$ cat config.mk
export PLATFORM = sky130hd
export DESIGN_NAME = leading_zero_normalizer
export DESIGN_NICKNAME = d
export VERILOG_FILES = /design/src/rtl/leading_zero_normalizer.sv
export SDC_FILE = /design/constraint.sdc
export NUM_CORES = 1
export LEC_CHECK = 0
export CORE_ASPECT_RATIO = 0.75
export CORE_MARGIN = 4
export CORE_UTILIZATION = 45
export CTS_CLUSTER_SIZE = 16
export DETAILED_ROUTE_END_ITERATION = 10
export DONT_BUFFER_PORTS = 1
export HOLD_SLACK_MARGIN = 0.1
export SLEW_MARGIN = 20
export SYNTH_ARGS = -nofsm -noshare
export SYNTH_HDL_FRONTEND = slang
export SYNTH_SLANG_ARGS = --single-unit
export TNS_END_PERCENT = 1
$ cat constraint.sdc
create_clock -name i_clk -period 4.8 [get_ports i_clk]
set_clock_uncertainty 0.2 [all_clocks]
set_input_delay 0.72 -clock i_clk [delete_from_list [all_inputs] [get_ports i_clk]]
set_output_delay 0.72 -clock i_clk [all_outputs]
set_load 0.03 [all_outputs]
$ cat src/rtl/leading_zero_normalizer.sv
// Iterative 32-bit normalizer: 5-step binary-search leading-zero shift.
// Define NORM_CTZ_EN to add i_dir and the trailing-zero (right shift) mode.
module leading_zero_normalizer (
  input  logic        i_clk,
  input  logic        i_rst,
  input  logic [31:0] i_in,
  input  logic        i_valid,
  output logic        o_ready,
`ifdef NORM_CTZ_EN
  input  logic        i_dir,
`endif
  output logic [31:0] o_out,
  output logic [5:0]  o_amt,
  output logic        o_zero,
  output logic        o_valid,
  input  logic        i_ready
);

  typedef enum logic [1:0] {
    IDLE,
    RUN,
    DONE
  } state_t;

  state_t      state_q, state_d;
  logic [2:0]  cnt_q, cnt_d;
  logic [31:0] val_q, val_d;
  logic [5:0]  amt_q, amt_d;
  logic        zin_q, zin_d;
  logic [31:0] out_q, out_d;
  logic [5:0]  oamt_q, oamt_d;
  logic        ozero_q, ozero_d;
`ifdef NORM_CTZ_EN
  logic        dir_q, dir_d;
`endif

  logic [5:0]  k;
  logic [31:0] step_val;
  logic [5:0]  step_amt;
  logic        lz_hit;
`ifdef NORM_CTZ_EN
  logic        tz_hit;
`endif

  always_comb begin
    unique case (cnt_q)
      3'd0:    k = 6'd16;
      3'd1:    k = 6'd8;
      3'd2:    k = 6'd4;
      3'd3:    k = 6'd2;
      default: k = 6'd1;
    endcase
  end

  // One search step: test the top (or bottom) k bits, shift them out if all zero
  always_comb begin
    step_val = val_q;
    step_amt = amt_q;
    lz_hit   = (val_q & ~(32'hFFFF_FFFF >> k)) == 32'd0;
`ifdef NORM_CTZ_EN
    tz_hit   = (val_q & ~(32'hFFFF_FFFF << k)) == 32'd0;
    if (dir_q) begin
      if (tz_hit) begin
        step_val = val_q >> k;
        step_amt = amt_q + k;
      end
    end else if (lz_hit) begin
      step_val = val_q << k;
      step_amt = amt_q + k;
    end
`else
    if (lz_hit) begin
      step_val = val_q << k;
      step_amt = amt_q + k;
    end
`endif
  end

  always_comb begin
    state_d = state_q;
    cnt_d   = cnt_q;
    val_d   = val_q;
    amt_d   = amt_q;
    zin_d   = zin_q;
    out_d   = out_q;
    oamt_d  = oamt_q;
    ozero_d = ozero_q;
`ifdef NORM_CTZ_EN
    dir_d   = dir_q;
`endif
    unique case (state_q)
      IDLE: begin
        if (i_valid) begin
          val_d   = i_in;
          amt_d   = 6'd0;
          cnt_d   = 3'd0;
          zin_d   = (i_in == 32'd0);
`ifdef NORM_CTZ_EN
          dir_d   = i_dir;
`endif
          state_d = RUN;
        end
      end
      RUN: begin
        val_d = step_val;
        amt_d = step_amt;
        cnt_d = cnt_q + 3'd1;
        if (cnt_q == 3'd4) begin
          state_d = DONE;
          cnt_d   = 3'd0;
          out_d   = step_val;
          // The five steps only sum to 31; a zero operand reports the full width
          oamt_d  = zin_q ? 6'd32 : step_amt;
          ozero_d = zin_q;
        end
      end
      DONE: begin
        if (i_ready) state_d = IDLE;
      end
      default: state_d = IDLE;
    endcase
  end

  always_ff @(posedge i_clk or posedge i_rst) begin
    if (i_rst) begin
      state_q <= IDLE;
      cnt_q   <= 3'd0;
      val_q   <= 32'd0;
      amt_q   <= 6'd0;
      zin_q   <= 1'b0;
      out_q   <= 32'd0;
      oamt_q  <= 6'd0;
      ozero_q <= 1'b0;
`ifdef NORM_CTZ_EN
      dir_q   <= 1'b0;
`endif
    end else begin
      state_q <= state_d;
      cnt_q   <= cnt_d;
      val_q   <= val_d;
      amt_q   <= amt_d;
      zin_q   <= zin_d;
      out_q   <= out_d;
      oamt_q  <= oamt_d;
      ozero_q <= ozero_d;
`ifdef NORM_CTZ_EN
      dir_q   <= dir_d;
`endif
    end
  end

  assign o_ready = (state_q == IDLE);
  assign o_valid = (state_q == DONE);
  assign o_out   = out_q;
  assign o_amt   = oamt_q;
  assign o_zero  = ozero_q;

endmodule

* Yosys cells after proc, flatten, opt, wreduce, memory -nomap -nowiden *
Index checks and enable logic that the tools add are counted.

cells by class
  reductions and logical operators = 9
  add/sub/neg operators = 2
  eq/ne operators = 9
  shift-type cells = 2
  bitwise logic cells = 2
  muxes and demuxes = 15

operators with widths
  operator                 count
  $logic_not A32 Y1        2
  $mux W32                 2
  $pmux W32 S2             1
  $and A32 B32 Y32         1
  $not A32 Y32             1
  $shl A32 B6 Y32          1
  $shr A32 B6 Y32 const A  1
  $pmux W5 S4              1
  $mux W6                  3
  $pmux W6 S2              1
  $add A6 B6 Y6            1
  $eq A3 B2 Y1 const B     2
  $mux W2                  3
  $mux W3                  2
  $pmux W2 S3              1
  $pmux W3 S2              1
  $reduce_and A2 Y1        3
  $ne A2 B2 Y1 const B     2
  $add A3 B1 Y3 const B    1
  $eq A3 B1 Y1 const B     1
  $eq A3 B3 Y1 const B     1
  $logic_not A3 Y1         1
  $reduce_and A3 Y1        1
  $eq A2 B1 Y1 const B     1
  4 further kinds          4

storage, ports and cells
  bits of input ports = 36
  output and inout port bits = 41
  register bits = 83

* Depth between registers and ports, before layout *
Gate-level depths: netlist (run 1).

  depth after elaboration = 8
  gate-level depth with buffers = 15

* Least setup slack after synthesis (run 1) *
OpenSTA, ideal clock, no wires.

  path type = reg2reg
  start point = register cnt_q[2]
  end point = register out_q[21], in the netlist o_out[21]
  slack = 1.471 ns
  library setup time = 0.124 ns
  arrival = 3.005 ns
  cell stages (with the launch flop) = 16
  buffers on the path = 7
  data required time = 4.476 ns
  cells stage by stage = dfrtp_1 -> buf_4 -> inv_2 -> buf_2 -> clkbuf_1 -> ha_1 -> buf_2 -> buf_6 -> buf_4 -> buf_4 -> mux4_2 -> nand2_1 -> nand2_1 -> a221oi_1 -> nor4_1 -> a211o_1

between the ends
  longest elaborated chain between the ends = 7
  elaborated cells between the ends (all ways) = 13

ends and longest elaborated chain
  element                               line  RTL
  start: declaration                    26    logic [2:0] cnt_q, cnt_d;
  start signal: assignment              139   cnt_q <= cnt_d;
  $eq A3 B2 Y1 (tied with other cells)  46    unique case (cnt_q)
  $pmux W5 S4                           46
  $shr A32 B6 Y32                       59    lz_hit = (val_q & ~(32'hFFFF_FFFF >> k)) == 32'd0;
  $not A32 Y32                          59
  $and A32 B32 Y32                      59
  $logic_not A32 Y1                     59
  $mux W32                              72    if (lz_hit) begin
  end signal: assignment                143   out_q <= out_d;
  end: declaration                      30    logic [31:0] out_q, out_d;

Several ways; a longest one is shown, not always the timed one.
A chain may end at the register's enable or synchronous reset.

* Worst setup path after layout (run 1) *
  start point = register cnt_q[1]
  end point = register out_q[24], in the netlist o_out[24]

Same word-level chain as after synthesis.

==> impl_results.html, run 1 <==
<table>
<tr><th>Metric</th><th>Value</th></tr>
<tr><th colspan="2">Worst setup path</th></tr>
<tr><td>Crit path launch</td><td>cnt_q[1]</td></tr>
<tr><td>CP required</td><td>between 4000 and 5000 ps</td></tr>
<tr><td>Type of origin of the critical path</td><td>flop</td></tr>
<tr><td>Reg-to-reg critical path startpoint</td><td>cnt_q[1]</td></tr>
<tr><td>Data arrival time of the critical path</td><td>between 3000 and 4000 ps</td></tr>
<tr><td>Startpoint-to-endpoint class of the critical path</td><td>flop to flop</td></tr>
<tr><td>CP max-delay cell</td><td>ha_1</td></tr>
<tr><td>Ordered cell list for the critical path</td><td>ha_1, nor2b_1, o41ai_1, a32oi_1, o31a_1, buf_4, nor2_1, o311ai_0</td></tr>
<tr><td>Maximum single-stage delay on the critical path</td><td>between 800 and 900 ps</td></tr>
<tr><td>Buffers plus inverters on the worst setup path</td><td>1</td></tr>
<tr><td>Worst setup EP type</td><td>flop</td></tr>
<tr><td>Worst-case reg-to-reg path depth</td><td>8</td></tr>
<tr><td>Kind of cell adding the most delay to the critical path</td><td>compound AO/OA/AOI/OAI gates</td></tr>
<tr><td>Reg2Reg Setup Slack</td><td>between 900 and 1000 ps</td></tr>
<tr><td>Highest net fanout along the worst path</td><td>20</td></tr>
<tr><td>Endpoint of the worst register-to-register path</td><td>o_out[24]</td></tr>
<tr><th colspan="2">Timing</th></tr>
<tr><td>Slew HR</td><td>0.335</td></tr>
<tr><td>Final min period</td><td>3820 ps</td></tr>
<tr><td>Max Transition Viols Final</td><td>0</td></tr>
<tr><td>Minimum hold slack</td><td>around 190 ps</td></tr>
<tr><td>Max Clk Rate</td><td>about 260 MHz</td></tr>
<tr><td>Final Hold Violating Endpoints</td><td>0</td></tr>
<tr><td>Unrepaired setup endpoints after global routing</td><td>false</td></tr>
<tr><td>Actual slew at the worst max-slew pin</td><td>997 ps</td></tr>
<tr><td>Final TNS setup</td><td>0 ps</td></tr>
<tr><td>Number of endpoints failing setup at the final stage</td><td>0</td></tr>
<tr><td>Final Cycle Share</td><td>0.796</td></tr>
<tr><td>Setup slack after layout</td><td>977 ps</td></tr>
<tr><th colspan="2">Synthesis</th></tr>
<tr><td>Synth area leader</td><td>dfrtp_1</td></tr>
<tr><td>Syn_area_per_cell</td><td>around 9.0 um2</td></tr>
<tr><td>Number of library cell types mapped by synthesis</td><td>73</td></tr>
<tr><td>Sequential fraction of the synthesis area</td><td>0.329</td></tr>
<tr><td>Share of synthesized flip-flops with an asynchronous set or reset</td><td>1.00</td></tr>
<tr><td>Post-synthesis register bit count</td><td>slightly above 80</td></tr>
<tr><td>Leading post-synthesis cells by cell area</td><td>dfrtp_1 (33%), mux4_2 (8.6%), nand2_1 (5.3%), mux2i_1 (4.6%), o211ai_1 (3.7%)</td></tr>
<tr><td>Number of synthesis warnings</td><td>0</td></tr>
<tr><td>Number of enable flip-flop cells after synthesis</td><td>0</td></tr>
<tr><td>Share of the synthesized area in the top cell type</td><td>0.329</td></tr>
<tr><td>Ys flop type</td><td>dfrtp_1</td></tr>
<tr><td>Area of the mapped netlist</td><td>between 6000 and 7000 um2</td></tr>
<tr><td>Post-synthesis cell count</td><td>about 700</td></tr>
<tr><td>Post-synth net total</td><td>~740</td></tr>
<tr><th colspan="2">Placed design</th></tr>
<tr><td>Placed cells</td><td>~820</td></tr>
<tr><td>Setup WS pre-CTS</td><td>1040 ps</td></tr>
<tr><td>Area of placed instances</td><td>approximately 6400 um2</td></tr>
<tr><td># port buffers</td><td>0</td></tr>
<tr><td>Final RePlAce weighted congestion</td><td>~0.95</td></tr>
<tr><td>Post-DP HPWL</td><td>16800 um</td></tr>
<tr><th colspan="2">Clock tree</th></tr>
<tr><td>Clock-pin slew of the registers on the worst-case setup and hold paths</td><td>~60 ps</td></tr>
<tr><td>Hold buffer count at cts</td><td>0</td></tr>
<tr><td>Gates resized, CTS repair</td><td>0</td></tr>
<tr><td>Clock buffer count from CTS</td><td>9</td></tr>
<tr><td>Clk root buf</td><td>clkbuf_16</td></tr>
<tr><td>CTS tree</td><td>done</td></tr>
<tr><td>Post-CTS setup buffer count</td><td>0</td></tr>
<tr><td>Maximum clock insertion buffer count</td><td>2</td></tr>
<tr><td>Clk_lat worst skew</td><td>~350 ps</td></tr>
<tr><td>TritonCTS Sinks</td><td>between 80 and 90</td></tr>
<tr><td>Number of H-tree branching levels</td><td>3</td></tr>
<tr><th colspan="2">Drt</th></tr>
<tr><td>Average via count per standard cell</td><td>7.16</td></tr>
<tr><td>Highest metal layer used by the detailed router</td><td>met4</td></tr>
<tr><td>Number of detailed-route iterations in the first pass</td><td>6</td></tr>
<tr><td>Met2 Wirelength</td><td>approximately 10000 um</td></tr>
<tr><td>Number of nets with antenna violations after routing</td><td>0</td></tr>
<tr><td># DRC</td><td>0</td></tr>
<tr><td>Avg WL per Cell</td><td>~28 um</td></tr>
<tr><td>M1 WL</td><td>10300 um</td></tr>
<tr><td>Met3 layer wire length in the routed design</td><td>approximately 2800 um</td></tr>
<tr><td>Via Count</td><td>about 6.0k</td></tr>
<tr><td>1st-iter DRT viols</td><td>about 800</td></tr>
<tr><td>Routed wire length</td><td>approximately 24000 um</td></tr>
<tr><th colspan="2">Floorplanning</th></tr>
<tr><td>Die footprint</td><td>roughly 16000 um2</td></tr>
<tr><td>Initial standard-cell utilization of the core</td><td>0.460</td></tr>
<tr><td>Number of core rows</td><td>37</td></tr>
<tr><td>Die boundary height</td><td>~110 um</td></tr>
<tr><td>Die X-Extent</td><td>145 um</td></tr>
<tr><td>Count of boundary I/O pins</td><td>between 70 and 80</td></tr>
<tr><td>Core Area</td><td>13700 um2</td></tr>
<tr><th colspan="2">Final layout</th></tr>
<tr><td>Total number of nets in the final design</td><td>just over 700</td></tr>
<tr><td>Cell Count, Final, Fillers Out</td><td>839</td></tr>
<tr><td>Most common cell after layout, fill and taps aside</td><td>nand2_1</td></tr>
<tr><td>Highest-count cells in the layout ignoring fill and taps</td><td>nand2_1 (89), dfrtp_1 (83), nor2_1 (44)</td></tr>
<tr><td>N_diodes</td><td>0</td></tr>
<tr><td>Finished layout cell area</td><td>6710 um2</td></tr>
<tr><td>Layout cell share with drive strength beyond 1</td><td>0.133</td></tr>
<tr><td>Growth of design area from synthesis to finish</td><td>6.41%</td></tr>
<tr><th colspan="2">Power</th></tr>
<tr><td>Sequential share of power</td><td>0.300</td></tr>
<tr><td>Internal power contribution</td><td>between 0.002 and 0.003 W</td></tr>
<tr><td>Worst vdd rail ir drop</td><td>between 0.3 and 0.4 mV</td></tr>
<tr><td>Clk pwr share</td><td>0.137</td></tr>
<tr><td>P_sw</td><td>0.00326 W</td></tr>
<tr><td>Cell Pwr Density</td><td>roughly 910 nW/um2</td></tr>
<tr><td>Total leakage power</td><td>roughly 2.6 nW</td></tr>
<tr><td>Part of the power in combinational logic</td><td>0.564</td></tr>
<tr><td>Switching part of the total power</td><td>0.537</td></tr>
<tr><th colspan="2">Min path</th></tr>
<tr><td>Path category of the worst min-delay check</td><td>input pin to async pin</td></tr>
<tr><th colspan="2">Global routing</th></tr>
<tr><td>Total gr overflow</td><td>0</td></tr>
<tr><td>Pin count of the biggest net entering global routing</td><td>56</td></tr>
<tr><td>Initial antenna violation count</td><td>0</td></tr>
<tr><td>Vias in the first global route</td><td>5907</td></tr>
<tr><td>First-pass GRT wire length</td><td>approximately 36000 um</td></tr>
<tr><td>Total track usage</td><td>0.296</td></tr>
<tr><th colspan="2">Outcome</th></tr>
<tr><td>Status</td><td>completed</td></tr>
<tr><th colspan="2">Job</th></tr>
<tr><td>Max Cap Viol</td><td>0</td></tr>
</table>
routing by layer:
metal  global-route usage  vias to the layer above
met3               0.0680                       41
met2                0.409                      436
met4               0.0814                        0
met5                    0                        -
li1                     -                     2586
met1                0.458                     2941
Yosys cell counts, types with 11 or more instances:
master / number
nor2_1: 45
o31ai_1: 11
o21ai_0: 31
inv_1: 22
nand2_1: 89
mux2_2: 11
mux2i_1: 29
clkbuf_1: 36
a221oi_1: 13
dfrtp_1: 83
mux4_2: 24
a21oi_1: 27
buf_2: 21
nor3_1: 14
nor4_1: 14
a221o_1: 16
nand3_1: 17
o211ai_1: 31
through the flow:
step | total power, W | util
finish | 0.00608 | 0.490
CTS | 0.00598 | 0.490
global route | 0.00640 | 0.490
global placement | 0.00511 | 0.464
detailed placement | 0.00513 | 0.464
floorplan | 0.00406 | -
worst max-delay path by stage:
stage | endpoint | slack [ps] | cells past startpoint
after floorplan | o_out[21] | 1470 | 15
after global routing | o_out[24] | 650 | 8
after global placement | o_out[27] | 1160 | 9
after CTS | o_out[24] | 1000 | 8
final | o_out[24] | 980 | 8
after detailed placement | o_out[24] | 1040 | 8
worst reg2reg max path, cell delays in order, from the launching register on:
cell and delay, ps:
dfrtp_1 480, ha_1 870, nor2b_1 330, o41ai_1 140, a32oi_1 400, o31a_1 450
buf_4 320, nor2_1 130, o311ai_0 380
power groups by stage:
stage	clock network (W)	registers (W)	logic, W
finish	0.000830	0.00182	0.00343
global route	0.000874	0.00186	0.00366
CTS	0.000841	0.00180	0.00334
detailed placement	0	0.00181	0.00332
global placement	0	0.00180	0.00330
floorplan	0	0.00153	0.00253
registers in the layout (all words and copies together), names as in the netlist:
name / cells
amt_q: 6
cnt_q: 3
o_amt: 6
o_out: 32
o_zero: 1
state_q: 2
val_q: 32
zin_q: 1
logic make-up (layout without fill, tap and decap cells):
family,Yosys count,count (layout),synth area share
AO/OA/AOI/OAI,207,207,0.244
multiplexers,64,64,0.151
AND/OR/NAND/NOR,230,230,0.173
adder cells (fa/ha/maj),12,12,0.0242
XOR/XNOR,3,3,0.00417
flip-flops,83,83,0.329
buffers and inverters,99,65,0.0738
cell type report:
type	count	area, um2
well taps	175	219
clock buffers	11	243
fillers	1318	6990
inverters	24	91.3
clock inverters	5	109
multi-input cells	516	3780
flip-flops and latches	83	2080
repair buffers	25	188
Note: power is estimated with default switching activity, not from simulation.
==> inputs of run 2 (changes only) <==
==> constraint.sdc (replaced) <==
create_clock -name i_clk -period 3.3 [get_ports i_clk]
set_clock_uncertainty 0.2 [all_clocks]
set_input_delay 0.495 -clock i_clk [delete_from_list [all_inputs] [get_ports i_clk]]
set_output_delay 0.495 -clock i_clk [all_outputs]
set_load 0.03 [all_outputs]
==> run 2 against run 1 <==
Net effect: critical path depth rose by 1; sequential power rose by 46%; wire length rose by 2.8%; first-iteration DRC count fell by 12%; largest power group unchanged; critical endpoint is now o_out[16]; core utilization rose by 2.1 points; global-route usage rose by 0.33 points; highest routed layer is now met5; final area rose by 4.3%; sequential cell count did not move; count of clock-buffer cells in the layout did not move; maximum frequency rose by 21%; via count rose by 1.7%.
==> impl_results.html, run 2 (synthesis gave the netlist of run 1 again) <==
<table>
<tr><th>Metric</th><th>Value</th></tr>
<tr><th colspan="2">Outcome</th></tr>
<tr><td>Status</td><td>completed</td></tr>
<tr><th colspan="2">Timing</th></tr>
<tr><td>Final min period</td><td>3150 ps</td></tr>
<tr><td>Max Clk Rate</td><td>318 MHz</td></tr>
<tr><td>Number of endpoints failing setup at the final stage</td><td>0</td></tr>
<tr><td>Final Hold Violating Endpoints</td><td>0</td></tr>
<tr><td>Final TNS setup</td><td>0 ps</td></tr>
<tr><td>Unrepaired setup endpoints after global routing</td><td>false</td></tr>
<tr><td>Actual slew at the worst max-slew pin</td><td>~1000 ps</td></tr>
<tr><td>Final Cycle Share</td><td>0.954</td></tr>
<tr><td>Minimum hold slack</td><td>between 100 and 150 ps</td></tr>
<tr><td>Slew HR</td><td>0.334</td></tr>
<tr><td>Max Transition Viols Final</td><td>0</td></tr>
<tr><th colspan="2">Drt</th></tr>
<tr><td>Routed wire length</td><td>about 24000 um</td></tr>
<tr><td>Number of detailed-route iterations in the first pass</td><td>5</td></tr>
<tr><td>Average via count per standard cell</td><td>approximately 7.0</td></tr>
<tr><td>Number of nets with antenna violations after routing</td><td>0</td></tr>
<tr><td>Via Count</td><td>roughly 6k</td></tr>
<tr><td># DRC</td><td>0</td></tr>
<tr><td>1st-iter DRT viols</td><td>684</td></tr>
<tr><td>Avg WL per Cell</td><td>~28 um</td></tr>
<tr><th colspan="2">Worst setup path</th></tr>
<tr><td>Highest net fanout along the worst path</td><td>23</td></tr>
<tr><td>CP required</td><td>3330 ps</td></tr>
<tr><td>Reg-to-reg critical path startpoint</td><td>cnt_q[1]</td></tr>
<tr><td>Type of origin of the critical path</td><td>flop</td></tr>
<tr><td>Worst setup EP type</td><td>flop</td></tr>
<tr><td>Data arrival time of the critical path</td><td>3180 ps</td></tr>
<tr><td>Startpoint-to-endpoint class of the critical path</td><td>flop to flop</td></tr>
<tr><td>Crit path launch</td><td>cnt_q[1]</td></tr>
<tr><th colspan="2">Floorplanning</th></tr>
<tr><td>Die X-Extent</td><td>around 140 um</td></tr>
<tr><td>Die footprint</td><td>about 16000 um2</td></tr>
<tr><td>Number of core rows</td><td>37</td></tr>
<tr><td>Initial standard-cell utilization of the core</td><td>0.460</td></tr>
<tr><td>Core Area</td><td>approximately 14000 um2</td></tr>
<tr><td>Die boundary height</td><td>roughly 110 um</td></tr>
<tr><td>Count of boundary I/O pins</td><td>77</td></tr>
<tr><th colspan="2">Clock tree</th></tr>
<tr><td>Clock-pin slew of the registers on the worst-case setup and hold paths</td><td>60 ps</td></tr>
<tr><td>TritonCTS Sinks</td><td>83</td></tr>
<tr><td>Post-CTS setup buffer count</td><td>0</td></tr>
<tr><td>Clk_lat worst skew</td><td>350 ps</td></tr>
<tr><td>CTS tree</td><td>done</td></tr>
<tr><td>Clock buffer count from CTS</td><td>9</td></tr>
<tr><td>Maximum clock insertion buffer count</td><td>2</td></tr>
<tr><td>Number of H-tree branching levels</td><td>3</td></tr>
<tr><td>Clk root buf</td><td>clkbuf_16</td></tr>
<tr><th colspan="2">Final layout</th></tr>
<tr><td>Highest-count cells in the layout ignoring fill and taps</td><td>nand2_1 (89), dfrtp_1 (83), nor2_1 (44), buf_4 (44)</td></tr>
<tr><td>N_diodes</td><td>0</td></tr>
<tr><td>Layout cell share with drive strength beyond 1</td><td>0.166</td></tr>
<tr><td>Most common cell after layout, fill and taps aside</td><td>nand2_1</td></tr>
<tr><td>Total number of nets in the final design</td><td>about 740</td></tr>
<tr><td>Growth of design area from synthesis to finish</td><td>11.0%</td></tr>
<tr><th colspan="2">Power</th></tr>
<tr><td>Cell Pwr Density</td><td>~1300 nW/um2</td></tr>
<tr><td>Total leakage power</td><td>roughly 2.8 nW</td></tr>
<tr><td>Switching part of the total power</td><td>0.540</td></tr>
<tr><td>Clk pwr share</td><td>0.106</td></tr>
<tr><td>Worst vdd rail ir drop</td><td>0.519 mV</td></tr>
<tr><td>Part of the power in combinational logic</td><td>0.595</td></tr>
<tr><td>Sequential share of power</td><td>0.299</td></tr>
<tr><td>P_sw</td><td>a little under 0.005 W</td></tr>
<tr><td>Internal power contribution</td><td>0.00410 W</td></tr>
<tr><th colspan="2">Min path</th></tr>
<tr><td>Path category of the worst min-delay check</td><td>input pin to flop</td></tr>
<tr><td>Source of the worst hold timing path</td><td>i_in[3]</td></tr>
<tr><th colspan="2">Global routing</th></tr>
<tr><td>Total gr overflow</td><td>0</td></tr>
<tr><td>First-pass GRT wire length</td><td>roughly 37000 um</td></tr>
<tr><td>Total track usage</td><td>0.299</td></tr>
<tr><td>Pin count of the biggest net entering global routing</td><td>41</td></tr>
<tr><td>Initial antenna violation count</td><td>1</td></tr>
<tr><td>Vias in the first global route</td><td>slightly below 6k</td></tr>
<tr><th colspan="2">Job</th></tr>
<tr><td>Max Cap Viol</td><td>0</td></tr>
<tr><th colspan="2">Placed design</th></tr>
<tr><td>Final RePlAce weighted congestion</td><td>a little over 0.9</td></tr>
<tr><td># port buffers</td><td>0</td></tr>
<tr><td>Post-DP HPWL</td><td>around 17000 um</td></tr>
</table>
run 2: cell types whose count changed in the layout (fill, tap and decap cells not counted), sizes merged:
cell / before / now
dlygate4sd3: 0 / 11
clkinvlp: 1 / 3
buf: 25 / 49
inv: 23 / 22
clkinv: 2 / 3
a21oi: 28 / 29
bufinv: 3 / 0
run 2: stage by stage:
step	std cells	setup slack [ps]	total power, W	utilization	instance area (um2)
3_5_place_dp	847	167	0.00773	0.482	6600
5_1_grt	874	29.4	0.00940	0.511	7000
4_1_cts	873	128	0.00874	0.509	6980
2_1_floorplan	698	80.0	0.00591	-	6310
3_3_place_gp	847	175	0.00774	0.482	6600
6_report	874	151	0.00892	0.511	7000
run 2: routing by layer:
metal  part of all wire  GRT usage  up-vias  wire length [um]
met5            0.00054          0        -                13
met2               0.43      0.425      399             10300
met1               0.45      0.461     3003             10800
met4              0.021     0.0653        2               505
met3               0.10     0.0671       40              2490
li1                   -          -     2664                 -
run 2: power groups by stage:
| stage | Sequential, W | Clock (W) | Combinational, W |
|---|---|---|---|
| final | 0.00266 | 0.000945 | 0.00531 |
| after global routing | 0.00271 | 0.00101 | 0.00567 |
| after CTS | 0.00264 | 0.000964 | 0.00514 |
| after detailed placement | 0.00265 | 0 | 0.00509 |
| after global placement | 0.00265 | 0 | 0.00509 |
| after floorplan | 0.00222 | 0 | 0.00369 |
run 2: final timing paths:
| check | endpoint | slack (ps) | cells past startpoint |
|---|---|---|---|
| worst max-delay path | o_out[16] | 150 | 9 |
| worst min-delay path | val_q[3] | 110 | 2 |
| worst max register to register | o_out[16] | 150 | 9 |
| worst min register to register | amt_q[5] | 320 | 1 |
| max in group asynchronous | val_q[21] | 1650 | 3 |
| min in group asynchronous | amt_q[1] | 460 | 2 |
run 2: timing repair:
action	CTS	global route
endpoints found under the hold margin	41	0
resized for setup	0	4
hold buffers	11	0
endpoints found under the setup margin	0	37
run 2: critical path: stages (launching register included):
cell      delay, ps
dfrtp_1         470
ha_1            240
ha_4            260
buf_12          220
buf_4           180
mux4_2          530
mux2i_1         160
o221ai_1        260
and4_1          290
a211o_1         220
run 2: area by class of cell:
| class | count | area, um2 |
|---|---|---|
| fill | 1340 | 6700 |
| multi-input combinational | 517 | 3800 |
| sequential | 83 | 2080 |
| timing repair buffer | 60 | 541 |
| clock buffer | 11 | 243 |
| tap | 175 | 219 |
| inverter | 24 | 91.3 |
| clock inverter | 4 | 27.5 |
==> inputs of run 3 (changes only) <==
--- a/config.mk
+++ b/config.mk
@@ -5,6 +5,7 @@
 export SDC_FILE = /design/constraint.sdc
 export NUM_CORES = 1
 export LEC_CHECK = 0
+export ABC_AREA = 1
 export CORE_ASPECT_RATIO = 0.75
 export CORE_MARGIN = 4
 export CORE_UTILIZATION = 45
==> run 3 against run 2 <==
Net effect: sequential share of layout area is 1.0 points higher; sequential power shrank 7%; register-to-register slack improved by 210 ps; critical path depth rose by 6; synthesized cell count up 44%; sequential cell count stayed put; synthesized area about the same; clock power is 7% higher; maximum frequency rose by 7.2%; setup slack better by 210 ps; first-iteration DRC count grew 25%; critical endpoint is now o_out[31]; highest routed layer is now met4.
==> impl_results.html, run 3 <==
<table>
<tr><th>Metric</th><th>Value</th></tr>
<tr><th colspan="2">Timing</th></tr>
<tr><td>Slew HR</td><td>0.509</td></tr>
<tr><td>Final TNS setup</td><td>0 ps</td></tr>
<tr><td>Setup slack after layout</td><td>364 ps</td></tr>
<tr><td>Final min period</td><td>approximately 2900 ps</td></tr>
<tr><td>Max Transition Viols Final</td><td>0</td></tr>
<tr><td>Number of endpoints failing setup at the final stage</td><td>0</td></tr>
<tr><td>Minimum hold slack</td><td>117 ps</td></tr>
<tr><td>Unrepaired setup endpoints after global routing</td><td>false</td></tr>
<tr><td>Max Clk Rate</td><td>about 340 MHz</td></tr>
<tr><td>Final Cycle Share</td><td>0.890</td></tr>
<tr><td>Final Hold Violating Endpoints</td><td>0</td></tr>
<tr><td>Actual slew at the worst max-slew pin</td><td>736 ps</td></tr>
<tr><th colspan="2">Floorplanning</th></tr>
<tr><td>Die footprint</td><td>16000 um2</td></tr>
<tr><td>Core Area</td><td>approximately 14000 um2</td></tr>
<tr><td>Die boundary height</td><td>110 um</td></tr>
<tr><td>Count of boundary I/O pins</td><td>77</td></tr>
<tr><td>Number of core rows</td><td>37</td></tr>
<tr><td>Initial standard-cell utilization of the core</td><td>0.460</td></tr>
<tr><td>Die X-Extent</td><td>about 140 um</td></tr>
<tr><th colspan="2">Worst setup path</th></tr>
<tr><td>Data arrival time of the critical path</td><td>between 2000 and 3000 ps</td></tr>
<tr><td>Startpoint-to-endpoint class of the critical path</td><td>flop to flop</td></tr>
<tr><td>Worst setup EP type</td><td>flop</td></tr>
<tr><td>Reg2Reg Setup Slack</td><td>about 360 ps</td></tr>
<tr><td>Cell with the most instances on the worst path</td><td>nand2_1</td></tr>
<tr><td>Ordered cell list for the critical path</td><td>ha_1, ha_1, inv_1, buf_4, nand2_1, o21ai_0, nand2_1, nand2_1, nand3_1, nand2_1, nand2_4, nand2_1, nand2_1, nand2_1, nand2_1</td></tr>
<tr><td>Maximum single-stage delay on the critical path</td><td>approximately 460 ps</td></tr>
<tr><td>Endpoint of the worst register-to-register path</td><td>o_out[31]</td></tr>
<tr><td>Reg-to-reg critical path startpoint</td><td>cnt_q[1]</td></tr>
<tr><td>CP required</td><td>approximately 3300 ps</td></tr>
<tr><td>Highest net fanout along the worst path</td><td>42</td></tr>
<tr><td>Crit path launch</td><td>cnt_q[1]</td></tr>
<tr><td>CP max-delay cell</td><td>dfrtp_1</td></tr>
<tr><td>CP Capture Point</td><td>o_out[31]</td></tr>
<tr><td>Type of origin of the critical path</td><td>flop</td></tr>
<tr><td>Worst-case reg-to-reg path depth</td><td>15</td></tr>
<tr><th colspan="2">Synthesis</th></tr>
<tr><td>Post-synthesis cell count</td><td>just over 1k</td></tr>
<tr><td>Share of the synthesized area in the top cell type</td><td>0.330</td></tr>
<tr><td>Synthesized-area fraction occupied by adder cells</td><td>0.0211</td></tr>
<tr><td>Mux share of post-synthesis cell area</td><td>0</td></tr>
<tr><td>Area fraction in compound gates after synthesis</td><td>0.0683</td></tr>
<tr><td>Post-synthesis register bit count</td><td>a little over 80</td></tr>
<tr><td>Cell with the most instances after synthesis</td><td>nand2_1</td></tr>
<tr><td>Share of synthesized flip-flops with an asynchronous set or reset</td><td>1.00</td></tr>
<tr><td>Sequential fraction of the synthesis area</td><td>0.330</td></tr>
<tr><td>Top cells by instance count after synthesis</td><td>nand2_1 (412), nand3_1 (233), dfrtp_1 (83)</td></tr>
<tr><td>Number of enable flip-flop cells after synthesis</td><td>0</td></tr>
<tr><td>Area of the mapped netlist</td><td>approximately 6300 um2</td></tr>
<tr><td>Number of synthesis warnings</td><td>0</td></tr>
<tr><td>Leading post-synthesis cells by cell area</td><td>dfrtp_1 (33%), nand2_1 (25%), nand3_1 (19%), inv_1 (4.1%), o21ai_0 (2.9%)</td></tr>
<tr><td>Combinational family with the most area after synthesis</td><td>simple AND/OR/NAND/NOR gates</td></tr>
<tr><td>Number of library cell types mapped by synthesis</td><td>34</td></tr>
<tr><td>Synth area leader</td><td>dfrtp_1</td></tr>
<tr><td>Synth Area in XOR/XNOR</td><td>0.00556</td></tr>
<tr><td>Post-synth net total</td><td>~1.1k</td></tr>
<tr><td>Ys flop type</td><td>dfrtp_1</td></tr>
<tr><td>Syn_area_per_cell</td><td>6.25 um2</td></tr>
<tr><td>Area share of and/or/nand/nor cells after synthesis</td><td>0.484</td></tr>
<tr><th colspan="2">Placed design</th></tr>
<tr><td>Area of placed instances</td><td>6400 um2</td></tr>
<tr><td>Setup WS pre-CTS</td><td>403 ps</td></tr>
<tr><td># port buffers</td><td>0</td></tr>
<tr><td>Post-DP HPWL</td><td>about 16000 um</td></tr>
<tr><td>Final RePlAce weighted congestion</td><td>about 0.94</td></tr>
<tr><th colspan="2">Final layout</th></tr>
<tr><td>Growth of design area from synthesis to finish</td><td>7.35%</td></tr>
<tr><td>N_diodes</td><td>0</td></tr>
<tr><td>Total number of nets in the final design</td><td>around 1.0k</td></tr>
<tr><td>Finished layout cell area</td><td>between 6000 and 7000 um2</td></tr>
<tr><td>Multi-input combinational cell area</td><td>around 3700 um2</td></tr>
<tr><td>Most common cell after layout, fill and taps aside</td><td>nand2_1</td></tr>
<tr><td>Highest-count cells in the layout ignoring fill and taps</td><td>nand2_1 (412), nand3_1 (233), dfrtp_1 (83)</td></tr>
<tr><td>Layout fillers</td><td>approximately 1.5k</td></tr>
<tr><td>Layout cell share with drive strength beyond 1</td><td>0.0541</td></tr>
<tr><td>Area of all sequential standard cells</td><td>2080 um2</td></tr>
<tr><th colspan="2">Drt</th></tr>
<tr><td>Number of detailed-route iterations in the first pass</td><td>5</td></tr>
<tr><td>Number of nets with antenna violations after routing</td><td>0</td></tr>
<tr><td>1st-iter DRT viols</td><td>roughly 860</td></tr>
<tr><td>Avg WL per Cell</td><td>roughly 19 um</td></tr>
<tr><td>Routed wire length</td><td>between 20000 and 25000 um</td></tr>
<tr><td>Average via count per standard cell</td><td>just under 6</td></tr>
<tr><td># DRC</td><td>0</td></tr>
<tr><td>Via Count</td><td>6839</td></tr>
<tr><th colspan="2">Global routing</th></tr>
<tr><td>Vias in the first global route</td><td>6366</td></tr>
<tr><td>First-pass GRT wire length</td><td>between 30000 and 40000 um</td></tr>
<tr><td>Pin count of the biggest net entering global routing</td><td>45</td></tr>
<tr><td>Total gr overflow</td><td>0</td></tr>
<tr><td>Initial antenna violation count</td><td>0</td></tr>
<tr><td>Total track usage</td><td>0.287</td></tr>
<tr><th colspan="2">Power</th></tr>
<tr><td>P_sw</td><td>0.00520 W</td></tr>
<tr><td>Power, Total</td><td>0.00886 W</td></tr>
<tr><td>Cell Pwr Density</td><td>between 1000 and 1500 nW/um2</td></tr>
<tr><td>Worst vdd rail ir drop</td><td>0.673 mV</td></tr>
<tr><td>Switching part of the total power</td><td>0.587</td></tr>
<tr><td>Internal power contribution</td><td>roughly 0.0037 W</td></tr>
<tr><td>Part of the power in combinational logic</td><td>0.607</td></tr>
<tr><td>Clk pwr share</td><td>0.114</td></tr>
<tr><td>Sequential share of power</td><td>0.279</td></tr>
<tr><td>Total leakage power</td><td>between 3 and 4 nW</td></tr>
<tr><th colspan="2">Clock tree</th></tr>
<tr><td>Clock buffer count from CTS</td><td>9</td></tr>
<tr><td>TritonCTS Sinks</td><td>83</td></tr>
<tr><td>Clock-pin slew of the registers on the worst-case setup and hold paths</td><td>about 80 ps</td></tr>
<tr><td>CTS tree</td><td>done</td></tr>
<tr><td>Gates resized, CTS repair</td><td>0</td></tr>
<tr><td>Post-CTS setup buffer count</td><td>0</td></tr>
<tr><td>Clk root buf</td><td>clkbuf_16</td></tr>
<tr><td>Maximum clock insertion buffer count</td><td>2</td></tr>
<tr><td>Number of H-tree branching levels</td><td>3</td></tr>
<tr><td>Clk_lat worst skew</td><td>around 350 ps</td></tr>
<tr><th colspan="2">Min path</th></tr>
<tr><td>Path category of the worst min-delay check</td><td>input pin to flop</td></tr>
<tr><th colspan="2">Job</th></tr>
<tr><td>Max Cap Viol</td><td>0</td></tr>
<tr><th colspan="2">Outcome</th></tr>
<tr><td>Status</td><td>completed</td></tr>
</table>
==> run 3: worst min path at each step <==
| stage | start | end | slack, ps | cells past startpoint |
|---|---|---|---|---|
| after floorplan | zin_q | zin_q | 250 | 2 |
| after global placement | zin_q | zin_q | 290 | 2 |
| after detailed placement | val_q[1] | val_q[1] | 290 | 2 |
| after CTS | i_in[2] | val_q[2] | 110 | 2 |
| after global routing | i_in[12] | val_q[12] | 110 | 2 |
| final | i_in[2] | val_q[2] | 120 | 2 |
==> run 3: cell type report <==
type / instances / area share
flip-flops and latches: 83 / 0.307
inverters: 72 / 0.0405
well taps: 175 / 0.0324
clock buffers: 9 / 0.0333
multi-input cells: 796 / 0.541
clock inverters: 7 / 0.00851
repair buffers: 31 / 0.0374
==> run 3: through the flow <==
step           instances  utilization
2_1_floorplan       1008            -
3_3_place_gp        1149        0.467
3_5_place_dp        1149        0.467
4_1_cts             1173        0.494
5_1_grt             1173        0.494
6_report            1173        0.494
==> run 3: worst max-delay path: cells and delay by family, from the launching register on <==
family	cells	cell delay [ps]
flops	1	460
fa+ha+maj	2	470
compound gates	1	70
simple gates	10	1170
buf+inv	2	430
==> run 3: logic make-up (layout without fill, tap and decap cells) <==
| group | Yosys count | after routing |
|---|---|---|
| AOI/OAI and AO/OA | 74 | 74 |
| xor gates and xnor gates | 4 | 4 |
| adders and majority gates | 10 | 10 |
| buffers and inverters | 129 | 119 |
| DFF | 83 | 83 |
| and+or+nand+nor | 708 | 708 |
==> run 3: power by group through the flow <==
stage | Clock [W] | Combinational, W | Sequential (W)
after CTS | 0.00102 | 0.00530 | 0.00245
final | 0.00101 | 0.00538 | 0.00247
after global routing | 0.00107 | 0.00610 | 0.00252
after floorplan | 0 | 0.00405 | 0.00221
after detailed placement | 0 | 0.00527 | 0.00245
after global placement | 0 | 0.00530 | 0.00246
==> run 3: metal layers <==
metal / global-route usage / wire [um] / part of all wire
met3: 0.0732 / 2090 / 0.094
met4: 0.0653 / 392 / 0.018
met2: 0.369 / 8770 / 0.40
met5: 0 / 0 / 0
met1: 0.470 / 10800 / 0.49
==> run 3: repair_timing <==
item                                   CTS  global route
hold buffers                             8             0
endpoints found under the hold margin   47             0
setup endpoints to repair                0             0
